===== config.mk =====
export PLATFORM = sky130hd
export DESIGN_NAME = vga_timing_engine
export DESIGN_NICKNAME = d
export VERILOG_FILES = /design/src/rtl/vga_timing_engine.sv
export SDC_FILE = /design/constraint.sdc
export NUM_CORES = 1
export LEC_CHECK = 0
export CAP_MARGIN = 20
export CORE_MARGIN = 2
export CORE_UTILIZATION = 47
export DETAILED_ROUTE_END_ITERATION = 8
export GPL_TIMING_DRIVEN = 0
export PLACE_DENSITY = 0.81
export RECOVER_POWER = 25
export SETUP_SLACK_MARGIN = 0.2
export SLEW_MARGIN = 20
export SYNTH_ARGS = -nofsm -noshare
export SYNTH_HDL_FRONTEND = slang
export SYNTH_SLANG_ARGS = --single-unit

===== constraint.sdc =====
create_clock -name clock -period 1.9 [get_ports clock]
set_input_delay 0.285 -clock clock [delete_from_list [all_inputs] [get_ports clock]]
set_output_delay 0.285 -clock clock [all_outputs]
set_load 0.005 [all_outputs]

===== src/rtl/vga_timing_engine.sv =====
// Parametrised VGA timing engine: divides clock to a pixel tick, scans
// horizontal/vertical counters, and realigns sync/blank with a pipelined
// pixel generator so colour, syncs and n_blank leave on the same tick.
module vga_timing_engine #(
  parameter int CLK_DIV  = 2,
  parameter int H_ACTIVE = 640,
  parameter int H_FP     = 16,
  parameter int H_SYNC   = 96,
  parameter int H_BP     = 48,
  parameter int V_ACTIVE = 480,
  parameter int V_FP     = 10,
  parameter int V_SYNC   = 2,
  parameter int V_BP     = 33,
  parameter bit HS_POL   = 1'b0,
  parameter bit VS_POL   = 1'b0,
  parameter int PIPE_LAT = 1,
  parameter int CW       = 8
) (
  input  logic            clock,
  input  logic            reset,
  input  logic            enable,
  input  logic [3*CW-1:0] rgb_in,
  output logic [9:0]      pixel_x,
  output logic [9:0]      pixel_y,
  output logic            pix_ce,
  output logic            frame_start,
  output logic            running,
  output logic [CW-1:0]   red,
  output logic [CW-1:0]   green,
  output logic [CW-1:0]   blue,
  output logic            vgaclock,
  output logic            hsync,
  output logic            vsync,
  output logic            n_blank
);
  // state   | meaning
  // S_IDLE  | counters parked at 0,0, syncs inactive, waiting for enable on a tick
  // S_RUN   | scanning frames back to back
  // S_DRAIN | enable dropped; finishing the current frame before parking

  localparam int H_TOTAL = H_ACTIVE + H_FP + H_SYNC + H_BP;
  localparam int V_TOTAL = V_ACTIVE + V_FP + V_SYNC + V_BP;
  localparam int DW      = $clog2(CLK_DIV);

  localparam logic [DW-1:0] DIV_LAST = DW'(CLK_DIV - 1);
  localparam logic [DW-1:0] DIV_HALF = DW'(CLK_DIV / 2);
  localparam logic [9:0]    H_LAST   = 10'(H_TOTAL - 1);
  localparam logic [9:0]    V_LAST   = 10'(V_TOTAL - 1);
  // 11-bit bounds so a 1024-wide total cannot alias to zero
  localparam logic [10:0]   H_ACT    = 11'(H_ACTIVE);
  localparam logic [10:0]   HS_BEG   = 11'(H_ACTIVE + H_FP);
  localparam logic [10:0]   HS_END   = 11'(H_ACTIVE + H_FP + H_SYNC);
  localparam logic [10:0]   V_ACT    = 11'(V_ACTIVE);
  localparam logic [10:0]   VS_BEG   = 11'(V_ACTIVE + V_FP);
  localparam logic [10:0]   VS_END   = 11'(V_ACTIVE + V_FP + V_SYNC);

  typedef enum logic [1:0] {S_IDLE, S_RUN, S_DRAIN} state_t;

  state_t        state, state_nxt;
  logic [DW-1:0] div_cnt, div_nxt;
  logic          frame_end;
  logic [10:0]   x_ext, y_ext;
  logic          act, hs, vs;
  logic [2:0]    raw_tv, dly_tv;

  assign div_nxt   = (div_cnt == DIV_LAST) ? '0 : div_cnt + DW'(1);
  assign pix_ce    = (div_cnt == DIV_LAST);
  assign frame_end = (pixel_x == H_LAST) && (pixel_y == V_LAST);

  // Free-running pixel divider; vgaclock is registered from the next count so
  // it tracks div_cnt >= CLK_DIV/2 without a combinational output.
  always_ff @(posedge clock or negedge reset) begin
    if (!reset) begin
      div_cnt  <= '0;
      vgaclock <= 1'b0;
    end else begin
      div_cnt  <= div_nxt;
      vgaclock <= (div_nxt >= DIV_HALF);
    end
  end

  // State register.
  always_ff @(posedge clock or negedge reset) begin
    if (!reset) state <= S_IDLE;
    else        state <= state_nxt;
  end

  // Next state plus the state-derived strobes.
  always_comb begin
    state_nxt   = state;
    running     = 1'b0;
    frame_start = 1'b0;
    case (state)
      S_IDLE: begin
        if (pix_ce && enable) state_nxt = S_RUN;
      end
      S_RUN: begin
        running     = 1'b1;
        frame_start = pix_ce && (pixel_x == 10'd0) && (pixel_y == 10'd0);
        if (!enable) state_nxt = S_DRAIN;
      end
      S_DRAIN: begin
        running = 1'b1;
        if (enable)                   state_nxt = S_RUN;
        else if (pix_ce && frame_end) state_nxt = S_IDLE;
      end
      default: state_nxt = S_IDLE;
    endcase
  end

  // Scan counters; parked at 0,0 while idle, the drain wrap lands there too.
  always_ff @(posedge clock or negedge reset) begin
    if (!reset) begin
      pixel_x <= '0;
      pixel_y <= '0;
    end else if (state == S_IDLE) begin
      pixel_x <= '0;
      pixel_y <= '0;
    end else if (pix_ce) begin
      if (pixel_x == H_LAST) begin
        pixel_x <= '0;
        pixel_y <= (pixel_y == V_LAST) ? 10'd0 : pixel_y + 10'd1;
      end else begin
        pixel_x <= pixel_x + 10'd1;
      end
    end
  end

  // Raw active/sync decode from the counters.
  always_comb begin
    x_ext  = {1'b0, pixel_x};
    y_ext  = {1'b0, pixel_y};
    act    = (state != S_IDLE) && (x_ext < H_ACT) && (y_ext < V_ACT);
    hs     = (state != S_IDLE) && (x_ext >= HS_BEG) && (x_ext < HS_END);
    vs     = (state != S_IDLE) && (y_ext >= VS_BEG) && (y_ext < VS_END);
    raw_tv = {act, hs, vs};
  end

  generate
    if (PIPE_LAT == 0) begin : g_nodly
      assign dly_tv = raw_tv;
    end else begin : g_dly
      logic [2:0] stage [PIPE_LAT];
      // Delay line matching the pixel generator latency.
      always_ff @(posedge clock or negedge reset) begin
        if (!reset) begin
          for (int i = 0; i < PIPE_LAT; i++) stage[i] <= 3'b000;
        end else if (pix_ce) begin
          stage[0] <= raw_tv;
          for (int i = 1; i < PIPE_LAT; i++) stage[i] <= stage[i-1];
        end
      end
      assign dly_tv = stage[PIPE_LAT-1];
    end
  endgenerate

  // Pin register: colour gated by the delayed active flag, syncs polarised.
  always_ff @(posedge clock or negedge reset) begin
    if (!reset) begin
      red     <= '0;
      green   <= '0;
      blue    <= '0;
      n_blank <= 1'b0;
      hsync   <= ~HS_POL;
      vsync   <= ~VS_POL;
    end else if (pix_ce) begin
      {red, green, blue} <= dly_tv[2] ? rgb_in : '0;
      n_blank <= dly_tv[2];
      hsync   <= dly_tv[1] ? HS_POL : ~HS_POL;
      vsync   <= dly_tv[0] ? VS_POL : ~VS_POL;
    end
  end

endmodule


==> results of run 1 <==
-- power breakdown --
group	switching (W)	internal [W]	total (W)
logic	0.00102	0.00123	0.00225
clock network	0.000361	0.000430	0.000791
registers	0.000146	0.00136	0.00151
-- logic make-up (layout without fill, tap and decap cells) --
family | Yosys count | after routing | synth area share (%)
multiplexers | 6 | 6 | 2.59
adder cells (fa/ha/maj) | 8 | 8 | 3.84
AO/OA/AOI/OAI | 59 | 60 | 13.4
AND/OR/NAND/NOR | 94 | 94 | 19.4
buffers and inverters | 47 | 165 | 7.44
XOR/XNOR | 7 | 7 | 2.35
flip-flops | 53 | 53 | 51.0
-- timing repair --
| item | 4_1_cts | 5_1_grt |
|---|---|---|
| setup endpoints to repair | 23 | 20 |
| cloned | 0 | 1 |
| endpoints found under the hold margin | 0 | 0 |
| gates resized for setup | 32 | 56 |
| setup buffers | 15 | 19 |
| pin swaps | 7 | 22 |
-- flip-flops by register name (all words and copies together) (netlist names) --
signal	count
state	2
hsync	1
n_blank	1
blue	8
pix_ce	1
pixel_x	10
dly_tv	3
vsync	1
red	8
pixel_y	10
green	8
-- per-layer routing --
metal,GRT usage (%),wire [um],up-vias
met5,0,0,-
met4,6.67,137,0
met3,4.48,570,14
met2,37.2,3690,137
met1,30.9,3300,1240
li1,-,-,1188
-- cell type report --
cell class	count	area share, %
Sequential cell	53	32.6
Multi-Input combinational cell	175	32.3
Timing Repair Buffer	111	25.3
Inverter	33	3.13
Tap cell	72	2.19
Clock buffer	7	2.10
Buffer	13	1.73
Clock inverter	1	0.730
-- path summary, 6_finish.rpt --
path / startpoint / endpoint / cells past startpoint
max in group asynchronous: reset / pixel_y[4] / 1
worst min register to register: dly_tv[1] / hsync / 1
worst min-delay path: reset / red[2] / 1
worst max register to register: pixel_x[6] / state[0] / 6
worst max-delay path: pixel_x[0] / frame_start / 7
min in group clock: dly_tv[1] / hsync / 1
-- critical path, delay by kind of cell (launching register included) --
kind | cells | cell delay [ns]
buffers and inverters | 2 | 0.24
DFF | 1 | 0.40
and+or+nand+nor | 4 | 0.99
adders and majority gates | 1 | 0.13
-- per-stage QoR --
step | hold slack [ns] | cell area [um^2] | cells | setup slack (ns)
2_1_floorplan | -0.0106 | 2620 | 274 | 0.139
3_3_place_gp | 0.402 | 3480 | 423 | -1.23
3_5_place_dp | 0.364 | 3480 | 423 | -0.563
4_1_cts | 0.0361 | 3790 | 445 | -0.521
5_1_grt | 0.371 | 4110 | 465 | -0.557
6_report | 0.270 | 4110 | 465 | -0.450
-- layout by cell type (no fill, tap or decap), types with 2 or more instances in the layout --
cell type / synthesis / final
a41o_4: 0 / 2
nor4_2: 0 / 3
dfrtp_1: 51 / 42
clkbuf_8: 1 / 7
nor2_4: 0 / 2
clkbuf_1: 9 / 7
and3_2: 3 / 2
inv_4: 0 / 2
buf_4: 1 / 28
o21ai_2: 0 / 2
clkbuf_2: 0 / 4
nor3_1: 4 / 3
xnor2_1: 2 / 2
nand2_2: 0 / 4
o21ai_1: 0 / 4
ha_1: 8 / 3
nand4_1: 6 / 6
dfstp_2: 2 / 2
o21ai_0: 41 / 35
a31oi_1: 2 / 2
buf_1: 2 / 2
ha_4: 0 / 4
clkdlybuf4s50_1: 0 / 72
mux2_4: 0 / 4
o31ai_2: 1 / 2
mux2_2: 6 / 2
inv_2: 0 / 3
buf_6: 0 / 8
nand2_1: 23 / 18
xor2_1: 5 / 5
inv_1: 32 / 27
a21oi_1: 3 / 2
nand3_1: 28 / 28
nor2_1: 14 / 13
dfrtp_2: 0 / 9
==> impl_results.md, run 1 <==
- Max incr delay on CP: roughly 0.47 ns
- Synthesized area: 2600 um^2
- Share of layout cells above drive strength 1: between 20% and 30%
- Largest net degree at the start of global routing: 54
- Setup violations, final: 3
- Status: finished with violations
- Starting Density: 47.9%
- Max cap viols: 0
- Number of synthesized flops with an enable pin: 0
- Net Count, Synth: 309
- Die Ht: 78.5 um
- Ys flop type: dfrtp_1
- LEAKAGE: approximately 1.8 nW
- Pre-Repair DR Iteration Count: 5
- Fin nets: 427
- Relative slew margins: a little under an eighth
- Crit-path max FO: 2
- Sink Count: 53
- Slowest cell on crit path: or4b_4
- Fin util: 75.6%
- Failing checks: negative setup slack
- DIE AREA: just over 6000 um^2
- # hold bufs at CTS: 0
- First-pass GRT wire length: 11,300 um
- Fin Setup TNS: -0.564 ns
- Critical path capture point type: output port
- RePlAce Congestion: 0.872
- PD cells: around 1100 nW/um^2
- GR Util All Layers: 22.8%
- Fmax: 426 MHz
- Post-synth cell types: 47
- Synth top area cells: dfrtp_1, o21ai_0, nand3_1
- Clock skew: 0.00391 ns
- Tcrit/Tclk final: 124%
- Worst-Skew Late Latency: 0.30 ns
- Worst R2R Setup Slack: -0.06 ns
- Startpoint Class: register
- Num CTS Buffers: 5
- Drt total wl: 7690 um
- Total Power: between 0.004 and 0.005 W
- DR WL/cell: 16.5 um
- Core area: 5440 um^2
- Vias in the first global route: around 2,400
- Layout area overhead: 57.9%
- Yosys reg bits: 53
- Final hold vios: 0
- Register area share after synthesis: 51.0%
- Most numerous cell in the Yosys netlist: dfrtp_1
- CP arrival: 2.06 ns
- Antenna violations before repair: 0
- # fillers: roughly 360
- Worst-case vdd ir drop: 0.650 mV
- Die width: 78.5 um
- Post-Syn Instances: 274
- Clock period minus worst slack: 2.35 ns
- Multi-input gate area: 1330 um^2
- IO Port Bufs: 77
- Detail Route Antenna Nets: 0
- DR vias: approximately 2,600
- RSZ-0062 raised after global routing: true
- Slew @ Worst Pin: 1.33 ns
- Root buffer cell: clkbuf_8
- Critical-path cell list: inv_2 > ha_4 > or4b_4 > nor4_4 > nand4_1 > nor4_2 > buf_2
- N_diodes: 0
- Final WS setup: -0.450 ns
- Detailed router's first-iteration violation count: approximately 150
- Synth area leader: dfrtp_1
- Worst Hold Class: input port to async pin
- Post-DP HPWL: 4460 um
- CTS tree: yes
- Critical Path RT: 1.62 ns
- Max clock buf depth: 2
- Vias per std cell: 5.55
- Congestion Overflow GR: 0
- # IOs: slightly below 80
- Clk slew on worst S/H paths: 0.09 ns
- Syn_area_per_cell: 9.51 um^2
- DRC Markers: 0
- Top-area cell type share of the netlist area: approximately 50%
- H-tree depth: 2
- Crit path kind: register to output port
- Final Slew Violations: 0
- Asr flop ratio synth: 100%
- Post-synth top cells: dfrtp_1, o21ai_0, inv_1
- Cell row count: 27
- YS warnings: 0
- Reg area: 1340 um^2
(Power assumes the default switching activity.)
==> run 2, diff against run 1 <==
--- a/config.mk
+++ b/config.mk
@@ -11,7 +11,6 @@
 export DETAILED_ROUTE_END_ITERATION = 8
 export GPL_TIMING_DRIVEN = 0
 export PLACE_DENSITY = 0.81
-export RECOVER_POWER = 25
 export SETUP_SLACK_MARGIN = 0.2
 export SLEW_MARGIN = 20
 export SYNTH_ARGS = -nofsm -noshare
==> impl_results.md, run 2 (synthesis gave the netlist of run 1 again) <==
- DIE AREA: 6150 um^2 (unchanged)
- Cell Area, Placed: 3480 um^2 (unchanged)
- Total Power: 0.00455 W (about the same)
- Cell row count: 27 (unchanged)
- Pre-Repair DR Iteration Count: 4 (-1)
- Worst-case vdd ir drop: 0.649 mV (-0.19%)
- DR vias: 2,569 (-0.39%)
- Detail Route Antenna Nets: 0 (unchanged)
- DR WL/cell: 16.5 um (about the same)
- Capturing point of the worst reg2reg path: state[0]
- Startpoint Class: register
- Die Ht: 78.5 um (unchanged)
- Status: finished with violations
- RSZ-0062 raised after global routing: true
- Max cap viols: 0 (unchanged)
- Most frequent cells in the layout: clkdlybuf4s50_1, dfrtp_1, o21ai_0
- Antenna violations before repair: 0 (unchanged)
- Detailed router's first-iteration violation count: 147 (unchanged)
- Crit path launch: pixel_x[0]
- Crit path kind: register to output port
- Tcrit/Tclk final: 124% (about the same)
- Dpl ws: -0.563 ns (unchanged)
- Worst-Skew Late Latency: 0.30 ns (about the same)
- N_diodes: 0 (unchanged)
- RePlAce Congestion: 0.872 (unchanged)
- Fin Setup TNS: -0.579 ns (-0.0158 ns)
- Relative slew margins: 55.1% (+44 points)
- Drt total wl: 7690 um (about the same)
- Clock period minus worst slack: 2.35 ns (+0.00216 ns)
- IO Port Bufs: 77 (unchanged)
- First-pass GRT wire length: 11,300 um (unchanged)
- Die width: 78.5 um (unchanged)
- Post-DP HPWL: 4460 um (unchanged)
- Clock skew: 0.00460 ns (+0.000687 ns)
- Fin area: 4120 um^2 (about the same)
- Final Slew Violations: 0 (unchanged)
- GR Util All Layers: 22.8% (unchanged)
- Starting Density: 47.9% (unchanged)
- Worst R2R Setup Slack: -0.06 ns (about the same)
- Setup violations, final: 4 (+1)
- Num CTS Buffers: 5 (unchanged)
- DRC Markers: 0 (unchanged)
- Core area: 5440 um^2 (unchanged)
- Vias in the first global route: 2,421 (unchanged)
- PD cells: 1110 nW/um^2 (about the same)
- Critical Path RT: 1.62 ns (about the same)
- Layout area overhead: 58.0% (about the same)
- # IOs: 78 (unchanged)
- Vias per std cell: 5.52 (-0.39%)
- Reg2reg path depth: 6 (unchanged)
- Share of layout cells above drive strength 1: 28.0% (unchanged)
- Fin nets: 427 (unchanged)
- CTS tree: yes
- Root buffer cell: clkbuf_8
- LEAKAGE: 1.76 nW (about the same)
- Crit-path max FO: 2 (unchanged)
- Fmax: 425 MHz (about the same)
- Worst Hold Class: input port to async pin
- Largest net degree at the start of global routing: 54 (unchanged)
- Sink Count: 53 (unchanged)
- Worst setup path end: frame_start
- Clk slew on worst S/H paths: 0.09 ns (about the same)
- Critical-path cell list: inv_2 > ha_4 > or4b_4 > nor4_4 > nand4_1 > nor4_2 > buf_2
- Hold slack: 0.0178 ns (-0.252 ns)
- CP arrival: 2.07 ns (about the same)
- Failing checks: negative setup slack
- Slowest cell on crit path: or4b_4
- Most common cell after layout, fill and taps aside: clkdlybuf4s50_1
- Congestion Overflow GR: 0 (unchanged)
- Max incr delay on CP: 0.48 ns (about the same)
- H-tree depth: 2 (unchanged)
- Max clock buf depth: 2 (unchanged)
- Biggest regs: pixel_x x10, pixel_y x10
- Final hold vios: 0 (unchanged)
- Reg2reg start: pixel_x[6]
- Final WS setup: -0.452 ns (-0.00216 ns)
- Slew @ Worst Pin: 0.674 ns (-0.656 ns)
- Critical path capture point type: output port
[run 2: cell count changes in the layout (fill, tap and decap cells not counted)]
cell / previous run / this run
buf_4: 28 / 29
clkbuf_2: 4 / 3
[run 2: final cells by class]
cell class | instances | area (um^2)
fill | 357 | 1320
timing repair buffer | 111 | 1040
multi-input combinational | 175 | 1330
buffer | 13 | 71.3
clock inverter | 1 | 30.0
clock buffer | 7 | 86.3
tap | 72 | 90.1
inverter | 33 | 129
sequential | 53 | 1340
[run 2: how the worst min path moves through the flow]
| stage | end | from | depth (start not counted) | slack (ns) |
|---|---|---|---|---|
| CTS | pixel_x[2] | reset | 1 | 0.04 |
| global placement | vsync | dly_tv[0] | 1 | 0.40 |
| detailed placement | green[4] | reset | 1 | 0.36 |
| finish | red[2] | reset | 1 | 0.02 |
| floorplan | blue[0] | reset | 0 | -0.01 |
| global route | green[4] | reset | 1 | 0.06 |
[run 2: through the flow]
step	std cells	util [%]
floorplan	274	-
global placement	423	64.0
global route	465	75.7
detailed placement	423	63.9
finish	465	75.7
CTS	445	69.7
[run 2: power by group]
part | total (W) | switching (W) | internal [W] | leakage (nW)
clock network | 0.000790 | 0.000360 | 0.000430 | 0.0585
logic | 0.00226 | 0.00102 | 0.00123 | 1.03
registers | 0.00151 | 0.000145 | 0.00136 | 0.672
total | 0.00455 | 0.00153 | 0.00303 | 1.76
[run 2: what timing repair did]
item                                    4_1_cts  5_1_grt
cloned                                        0        1
buffers inserted                             15       19
gates resized for setup                      32       56
hold buffers                                  0        0
pin swaps                                     7       22
endpoints found under the setup margin       23       20
hold endpoints to repair                      0        0
[run 2: layer usage]
layer  vias up  track usage, %  wire (um)
li1       1187               -          -
met1      1236            30.9       3350
met2       130            37.2       3650
met3        16            4.48        546
met4         0            6.67        146
met5         -               0          0
[run 2: worst max-delay path, delay by kind of cell, from the launching register on]
kind	cells	cell delay [ns]
buf+inv	2	0.24
flops	1	0.40
fa+ha+maj	1	0.13
simple gates	4	1.01
